$ cat config.mk
export PLATFORM = sky130hd
export DESIGN_NAME = peripheral_uart_transmitter_param_wb
export DESIGN_NICKNAME = d
export VERILOG_FILES = /design/src/rtl/peripheral_uart_transmitter_param_wb.sv
export SDC_FILE = /design/constraint.sdc
export NUM_CORES = 1
export LEC_CHECK = 0
export ABC_CLOCK_PERIOD_IN_PS = 4540
export BUFFER_PORTS_ARGS = -buffer_cell sky130_fd_sc_hd__buf_4
export CORE_MARGIN = 5
export CORE_UTILIZATION = 65
export DETAILED_ROUTE_END_ITERATION = 6
export PLACE_DENSITY = 0.8
export SETUP_SLACK_MARGIN = 0.5
export SYNTH_ARGS = -nofsm -noshare
export SYNTH_HDL_FRONTEND = slang
export SYNTH_SLANG_ARGS = --single-unit
$ cat constraint.sdc
create_clock -name clk -period 4.54 [get_ports clk]
set_input_delay 0.227 -clock clk [delete_from_list [all_inputs] [get_ports clk]]
set_output_delay 0.227 -clock clk [all_outputs]
set_load 0.005 [all_outputs]
$ cat src/rtl/peripheral_uart_transmitter_param_wb.sv
// UART transmitter: DATA_W-bit show-ahead TX FIFO feeding a start/data/parity/stop framing FSM.
// Optional hardware flow control is compiled in with `define UART_TX_CTS_EN (adds cts_ni).
module peripheral_uart_transmitter_param_wb #(
    parameter int DATA_W     = 9,
    parameter int FIFO_DEPTH = 16,
    parameter int OVERSAMPLE = 16
) (
    input  logic                            clk,
    input  logic                            wb_rst_ni,
    input  logic                            enable,
    input  logic                            tf_push,
    input  logic [DATA_W-1:0]               tx_dat_i,
    input  logic                            tx_reset,
    input  logic                            lsr_mask,
    input  logic [2:0]                      cfg_wlen,
    input  logic                            cfg_stop2,
    input  logic                            cfg_pe,
    input  logic                            cfg_ep,
    input  logic                            cfg_sp,
    input  logic                            cfg_brk,
`ifdef UART_TX_CTS_EN
    input  logic                            cts_ni,
`endif
    output logic                            stx_pad_o,
    output logic [2:0]                      tstate,
    output logic [$clog2(FIFO_DEPTH):0]     tf_count,
    output logic                            tf_full,
    output logic                            tf_overrun,
    output logic                            tx_idle
);

    localparam int AW  = $clog2(FIFO_DEPTH);
    localparam int CW  = AW + 1;
    localparam int BCW = $clog2(2 * OVERSAMPLE) + 1;
    localparam logic [3:0]     DW4     = 4'(DATA_W);
    localparam logic [BCW-1:0] OS_LAST = BCW'(OVERSAMPLE - 1);

    typedef enum logic [2:0] {
        S_IDLE   = 3'd0,
        S_START  = 3'd1,
        S_DATA   = 3'd2,
        S_PARITY = 3'd3,
        S_STOP   = 3'd4,
        S_POP    = 3'd5
    } tx_state_e;

    tx_state_e         state;
    logic [DATA_W-1:0] fifo_mem [FIFO_DEPTH];
    logic [AW-1:0]     wr_ptr;
    logic [AW-1:0]     rd_ptr;
    logic              push_ok;
    logic              pop_ok;
    logic              tf_pop;
    logic              cts_ok;
    logic [DATA_W-1:0] head;

    logic [BCW-1:0]    tick_cnt;
    logic [BCW-1:0]    stop_last;
    logic [BCW-1:0]    stop_last_next;
    logic [3:0]        bit_idx;
    logic [3:0]        wlen_q;
    logic [3:0]        wlen_raw;
    logic [3:0]        wlen_eff;
    logic [DATA_W-1:0] shift_q;
    logic [DATA_W-1:0] wmask;
    logic              data_par;
    logic              par_bit;
    logic              pe_q;
    logic              par_q;
    logic              stx_q;

`ifdef UART_TX_CTS_EN
    assign cts_ok = ~cts_ni;
`else
    assign cts_ok = 1'b1;
`endif

    assign head      = fifo_mem[rd_ptr];
    assign tf_full   = (tf_count == CW'(FIFO_DEPTH));
    assign tf_pop    = enable && (state == S_POP) && (tf_count != '0);
    assign push_ok   = tf_push && !tf_full && !tx_reset;
    assign pop_ok    = tf_pop && !tx_reset;
    assign tstate    = state;
    assign tx_idle   = (state == S_IDLE) && (tf_count == '0);
    assign stx_pad_o = cfg_brk ? 1'b0 : stx_q;

    // Word length and parity are computed from the head entry so they can be latched at POP.
    assign wlen_raw = {1'b0, cfg_wlen} + 4'd5;
    assign wlen_eff = (wlen_raw > DW4) ? DW4 : wlen_raw;
    assign wmask    = ~({DATA_W{1'b1}} << wlen_eff);
    assign data_par = ^(head & wmask);
    assign par_bit  = cfg_sp ? ~cfg_ep : (cfg_ep ? data_par : ~data_par);

    // Stop length: 1.5 bits only applies to 5-bit words, otherwise stop2 means 2 bits.
    assign stop_last_next = !cfg_stop2        ? OS_LAST :
                            (wlen_q == 4'd5)  ? BCW'(OVERSAMPLE * 3 / 2 - 1) :
                                                BCW'(2 * OVERSAMPLE - 1);

    always_ff @(posedge clk) begin
        if (push_ok) begin
            fifo_mem[wr_ptr] <= tx_dat_i;
        end
    end

    // FIFO pointers and occupancy; a flush beats any push in the same cycle.
    always_ff @(posedge clk or negedge wb_rst_ni) begin
        if (!wb_rst_ni) begin
            wr_ptr   <= '0;
            rd_ptr   <= '0;
            tf_count <= '0;
        end else if (tx_reset) begin
            wr_ptr   <= '0;
            rd_ptr   <= '0;
            tf_count <= '0;
        end else begin
            if (push_ok) begin
                wr_ptr <= wr_ptr + 1'b1;
            end
            if (pop_ok) begin
                rd_ptr <= rd_ptr + 1'b1;
            end
            case ({push_ok, pop_ok})
                2'b10:   tf_count <= tf_count + 1'b1;
                2'b01:   tf_count <= tf_count - 1'b1;
                default: tf_count <= tf_count;
            endcase
        end
    end

    always_ff @(posedge clk or negedge wb_rst_ni) begin
        if (!wb_rst_ni) begin
            tf_overrun <= 1'b0;
        end else if (tf_push && tf_full) begin
            tf_overrun <= 1'b1;
        end else if (lsr_mask) begin
            tf_overrun <= 1'b0;
        end
    end

    // Framing FSM; every transition and tick count happens only on enable cycles.
    always_ff @(posedge clk or negedge wb_rst_ni) begin
        if (!wb_rst_ni) begin
            state     <= S_IDLE;
            stx_q     <= 1'b1;
            tick_cnt  <= '0;
            stop_last <= OS_LAST;
            bit_idx   <= '0;
            wlen_q    <= DW4;
            shift_q   <= '0;
            pe_q      <= 1'b0;
            par_q     <= 1'b0;
        end else if (enable) begin
            case (state)
                S_IDLE: begin
                    stx_q    <= 1'b1;
                    tick_cnt <= '0;
                    if ((tf_count != '0) && cts_ok) begin
                        state <= S_POP;
                    end
                end
                S_POP: begin
                    if (tf_count == '0) begin
                        state <= S_IDLE;
                    end else begin
                        shift_q  <= head;
                        wlen_q   <= wlen_eff;
                        pe_q     <= cfg_pe;
                        par_q    <= par_bit;
                        bit_idx  <= '0;
                        tick_cnt <= '0;
                        stx_q    <= 1'b0;
                        state    <= S_START;
                    end
                end
                S_START: begin
                    if (tick_cnt == OS_LAST) begin
                        tick_cnt <= '0;
                        stx_q    <= shift_q[0];
                        state    <= S_DATA;
                    end else begin
                        tick_cnt <= tick_cnt + 1'b1;
                    end
                end
                S_DATA: begin
                    if (tick_cnt == OS_LAST) begin
                        tick_cnt <= '0;
                        shift_q  <= shift_q >> 1;
                        if (bit_idx == (wlen_q - 4'd1)) begin
                            if (pe_q) begin
                                stx_q <= par_q;
                                state <= S_PARITY;
                            end else begin
                                stx_q     <= 1'b1;
                                stop_last <= stop_last_next;
                                state     <= S_STOP;
                            end
                        end else begin
                            bit_idx <= bit_idx + 4'd1;
                            stx_q   <= shift_q[1];
                        end
                    end else begin
                        tick_cnt <= tick_cnt + 1'b1;
                    end
                end
                S_PARITY: begin
                    if (tick_cnt == OS_LAST) begin
                        tick_cnt  <= '0;
                        stx_q     <= 1'b1;
                        stop_last <= stop_last_next;
                        state     <= S_STOP;
                    end else begin
                        tick_cnt <= tick_cnt + 1'b1;
                    end
                end
                S_STOP: begin
                    stx_q <= 1'b1;
                    if (tick_cnt == stop_last) begin
                        tick_cnt <= '0;
                        state    <= S_IDLE;
                    end else begin
                        tick_cnt <= tick_cnt + 1'b1;
                    end
                end
                default: begin
                    stx_q    <= 1'b1;
                    tick_cnt <= '0;
                    state    <= S_IDLE;
                end
            endcase
        end
    end

endmodule
# --- After elaboration in Yosys (flattened, before gate mapping) ---
# Memories as Yosys holds them, arrays and structs flattened.
# Cells that the tools add are included.
totals:
  register_bits: 49
  ram_bits: 144
  input_bits: 23
  out_inout_bits: 12
  word_cells: 125
  n_memories: 1
classes:
  n_addsub: 8
  magnitude_cmp: 1
  eq_ne: 21
  shift: 1
  n_mux: 48
  bitwise: 5
  n_reduce_logical: 27
memory_table:
  columns: ["memory", "words", "width", "rd", "rd_ports_with_merged_regs", "wr", "line_no", "text"]
  rows:
  - ["fifo_mem", 16, 9, 1, 0, 1, "48", "logic [DATA_W-1:0] fifo_mem [FIFO_DEPTH];"]
ops:
  columns: ["cell", "n"]
  rows:
  - ["2-to-1 mux 6 bit", 7]
  - ["2-to-1 mux 4 bit", 9]
  - ["2-to-1 mux 3 bit", 7]
  - ["2-to-1 mux 9 bit", 2]
  - ["one-hot mux 3 bit (6 select lines)", 1]
  - ["one-hot mux 6 bit (3 select lines)", 1]
  - ["one-hot mux 9 bit (2 select lines)", 1]
  - ["inequality test 2 bit (second input constant)", 8]
  - ["2-to-1 mux 1 bit", 14]
  - ["adder 4 x 1 -> 4 bit (second input constant)", 3]
  - ["one-hot mux 6 bit (2 select lines)", 1]
  - ["2-to-1 mux 5 bit", 2]
  - ["one-hot mux 5 bit (2 select lines)", 1]
  - ["AND reduction 5 bit", 2]
  - ["nonzero test 2 bit", 5]
  - ["bitwise AND 9 bit", 1]
  - ["inverter 9 bit", 1]
  - ["XOR reduction 9 bit", 1]
  - ["left shift 9 x 4 -> 9 bit (first input constant)", 1]
  - ["one-hot mux 4 bit (2 select lines)", 1]
  - ["logical AND 1 bit", 7]
  - ["AND reduction 7 bit", 1]
  - ["adder 6 x 1 -> 6 bit (second input constant)", 1]
  - ["equality test 3 x 2 -> 1 bit (second input constant)", 2]
  - ["other kinds (27)", 31]

# --- Depth between registers and ports, before layout ---
depth:
  depth_word: 10
  ltp_mapped: 13
  depth_no_buf: 12

# --- Worst setup path before layout ---
# Ideal clock, no wire load.
synth_path:
  path_kind: "flip-flop to flip-flop"
  startpoint: "register tf_count[1]"
  endpoint: "register tf_count[4]"
  setup_ns: 0.132
  arrival_time_ns: 2.788
  t_required_ns: 4.408
  setup_slack_ns: 1.620
  stages_incl_launch_ff: 14
  path_buffers: 1
  period_less_slack_ns: 2.920
  cell_sequence: "dfrtp_1 -> nor4_1 -> nor2b_1 -> nor2_1 -> nand2_1 -> clkbuf_1 -> nor3_1 -> fa_1 -> a21o_1 -> a21oi_1 -> and3_1 -> nor2_1 -> xor2_1 -> nor2_1"
synth_via:
  elab_chain_cells: 7
  word_cells_on_any_way: 14
  classes_between: "add/sub: 2; eq/ne: 3; mux: 2; reduce/logical: 7"
synth_rtl:
  columns: ["item", "line_no", "text"]
  rows:
  - ["start: declaration", "26", "output logic [$clog2(FIFO_DEPTH):0] tf_count,"]
  - ["start signal: assignment", "123", "2'b10: tf_count <= tf_count + 1'b1;"]
  - ["start signal: assignment", "124", "2'b01: tf_count <= tf_count - 1'b1;"]
  - ["start signal: assignment", "125", "default: tf_count <= tf_count;"]
  - ["equality test 5 bit", "79", "assign tf_full = (tf_count == CW'(FIFO_DEPTH));"]
  - ["zero test 1 bit", "81", "assign push_ok = tf_push && !tf_full && !tx_reset;"]
  - ["logical AND 1 bit (2 in a row)", "81", null]
  - ["equality test 2 x 1 -> 1 bit / equality test 2 bit (equally long branches)", "122", "case ({push_ok, pop_ok})"]
  - ["one-hot mux 5 bit (2 select lines)", "122", null]
  - ["2-to-1 mux 5 bit", "111", "end else if (tx_reset) begin"]
# Several ways; a longest one is shown, not always the timed one.
# A chain may end at the register's enable or synchronous reset.

# --- Worst setup path in the final report ---
layout_path:
  startpoint: "register tf_count[0]"
  endpoint: "register tf_count[4]"
# The elaborated chain is that of the path after synthesis.

==> qor.yml <==
slew_headroom_pct: 18.8
seq_area_um2: 5460
track_usage_pct: 25.3
cap_violations: 0
power.switching_uw: 1240
clockBufferDepth: 2
drt_iter0_drc: 703
final_cell_area_um2: 9550
wire_per_inst_um: 22.9
fin_skew_ns: 0.0103
synthCells: 600
r2r-start: "tf_count[0]"
syn_area_um2: 8570
synthFlopType: "edfxtp_1"
crit_slowest_cell: "nor4_1"
fin_crit_sh_pct: 77.1
grt_pass1_vias: 5335
syn_nets: 638
crit_start: "tf_count[0]"
reg2reg_slack_ns: 1.04
crit_buf_inv: 0
vias_per_cell: 6.51
async_flop_share_pct: 23.8
path_depth: 12
ir_drop_mv: 0.323
cts_tree: "done"
htreeDepth: 4
yosys.area_share.simple_pct: 8.68
setup_violations: 0
clk_pin_slew_ns: 0.08
antenna_found_initial: 0
worstHoldStart: "tf_push"
antenna_left: 0
cpLargestDelayFamily: "simple AND/OR/NAND/NOR gates"
multi_input_area_um2: 2910
clk_latency_ns: 0.44
layout-drive-gt1-share_pct: 18.5
synth_top_family_by_area: "multiplexers"
fp.dieW_um: 125
reg2reg_to: "tf_count[4]"
cp_cell_sequence: "nor4_1 > nor2b_1 > nor2_1 > nand2_1 > nor3_1 > fa_1 > a21o_1 > a21oi_1 > nor3_1 > nor2_1 > xor2_1 > nor2_1"
hold_viol: 0
synth_mux_area_share_pct: 10.1
fmax_mhz: 286
required_ns: 4.87
power.density_nw_per_um2: 447
fin_setup_tns_ns: 0
clock_power_share_pct: 34.3
cp_max_fo: 12
startpoint_type: "flop"
drc_errors: 0
wirelength_um: 18900
cts_root_buf: "clkbuf_16"
portBuffers: 34
reg2reg_depth: 12
hold_depth: 2
cp-end-kind: "flop"
pin_count: 35
num_vias: 5366
p_comb_share_pct: 16.0
core_um2: 13100
placed_area_um2: 8940
hpwl_um: 12500
hp-class: "in2reg"
overflow: 0
rows: 42
avgSynthCellArea_um2: 14.3
rsz0062_at_grt: "no"
synth_cell_types: 65
status: "finished, final reports clean"
synth_edf_count: 144
cp-endpoint: "tf_count[4]"
seq_area_frac_synth_pct: 63.6
fp.dieH_um: 125
die_area_um2: 15600
final_max_slew_viol_count: 0
numCtsBuffers: 17
synthAdderAreaFrac_pct: 2.28
diodes: 0
fill_cells: 833
p_leak_uw: 0.00342
grt_max_degree: 46
hold_ws_ns: 0.0192
crit_top_cell: "nor2_1"
internal_power_uw: 3030
synthXorXnorAreaFrac_pct: 2.96
critPathArrivalTime_ns: 3.83
ys_warn_count: 0
synth_compound_area_share_pct: 9.68
nets: 673
clkSinkCount: 189
critPathKind: "reg2reg"
initial_core_util_pct: 65.5
period_needed_ns: 3.50
p_seq_share_pct: 49.7
p_sw_share_pct: 29.1
ys_seq_elements: 189
grt_pass1_wl_um: 29700
drtPass1Iterations: 7
total_power_uw: 4270
area_delta_synth_final_pct: 11.4
tightest_slew_ns: 1.21
gp_congestion: 0.938
critical-path-max-stage-delay_ns: 0.49
cts_resized: 0
cells in the final DEF (no fill, tap or decap), types with 6 or more instances in the layout:
cell / instances
o21ai_0: 27
nor3_1: 8
a22oi_1: 6
dfrtp_1: 40
a221oi_1: 9
clkbuf_16: 17
nand2_1: 39
mux4_2: 17
xnor2_1: 14
a21oi_1: 28
xor2_1: 15
nor2b_1: 9
ha_1: 14
mux2i_1: 35
inv_1: 15
buf_4: 40
nor2_1: 44
nand3_1: 12
a221oi_2: 6
edfxtp_1: 144
repair_timing:
item / in CTS / in global routing
hold endpoints to repair: 41 / 0
buffers inserted: 0 / 0
hold buffers: 1 / 0
final cells by class:
class                      instances  share of cell area (%)
inverter                          15                   0.590
timing repair buffer              41                    3.25
tap                              176                    2.31
multi-input combinational        371                    30.5
sequential                       189                    57.1
clock buffer                      17                    4.45
clock inverter                    15                    1.78
worst min path at each step:
stage,endpoint
floorplan,bit_idx[0]
global placement,tf_count[3]
detailed placement,tf_count[3]
CTS,tf_overrun
global route,tf_overrun
finish,tf_overrun
state kept, by name, indices dropped and copies added, names as in the netlist:
name and cells:
tick_cnt 6, wr_ptr 4, par_q 1, fifo_mem 144
tf_overrun 1, stx_q 1, pe_q 1, tf_count 5
stop_last 2, tstate 3, shift_q 9, wlen_q 4
bit_idx 4, rd_ptr 4
synthesized netlist by cell type (all sizes together) (15+ instances only):
cell type,instances,area (um^2)
a21oi,28,140
a221oi,15,169
buf,15,131
dfrtp,41,1030
edfxtp,144,4320
inv,15,56.3
mux2i,36,373
mux4,20,462
nand2,41,159
nor2,44,165
o21ai,32,160
xor2,15,131
layer usage:
| metal | global-route usage (%) | vias up | wire, um |
|---|---|---|---|
| met5 | 0 | - | 0 |
| met4 | 11.6 | 0 | 683 |
| li1 | - | 2365 | - |
| met3 | 5.57 | 67 | 1310 |
| met2 | 40.8 | 265 | 9280 |
| met1 | 33.0 | 2669 | 7620 |
kinds of logic after synthesis:
| kind of cell | Yosys count |
|---|---|
| AO/OA/AOI/OAI | 116 |
| multiplexers | 59 |
| AND/OR/NAND/NOR | 152 |
| adder cells (fa/ha/maj) | 15 |
| XOR/XNOR | 29 |
| flip-flops | 189 |
| buffers and inverters | 40 |
worst register-to-register path, stage by stage (launching register included):
cell	delay, ns
dfrtp_1	0.46
nor4_1	0.49
nor2b_1	0.38
nor2_1	0.13
nand2_1	0.44
nor3_1	0.22
fa_1	0.46
a21o_1	0.18
a21oi_1	0.21
nor3_1	0.07
nor2_1	0.16
xor2_1	0.15
nor2_1	0.05
power groups by stage:
stage	clock network [uW]	logic [uW]	registers [uW]
after floorplan	0	483	2120
after global placement	0	633	2140
after detailed placement	0	665	2150
after CTS	1470	679	2120
after global routing	1560	761	2140
final	1470	683	2120
through the flow:
step | utilization (%) | setup WS (ns) | std cells
2_1_floorplan | - | 1.62 | 600
3_3_place_gp | 68.4 | 1.28 | 791
3_5_place_dp | 68.4 | 1.19 | 791
4_1_cts | 73.0 | 1.16 | 824
5_1_grt | 73.0 | 0.823 | 824
6_report | 73.0 | 1.04 | 824
Power figures use the tool's default switching activity.
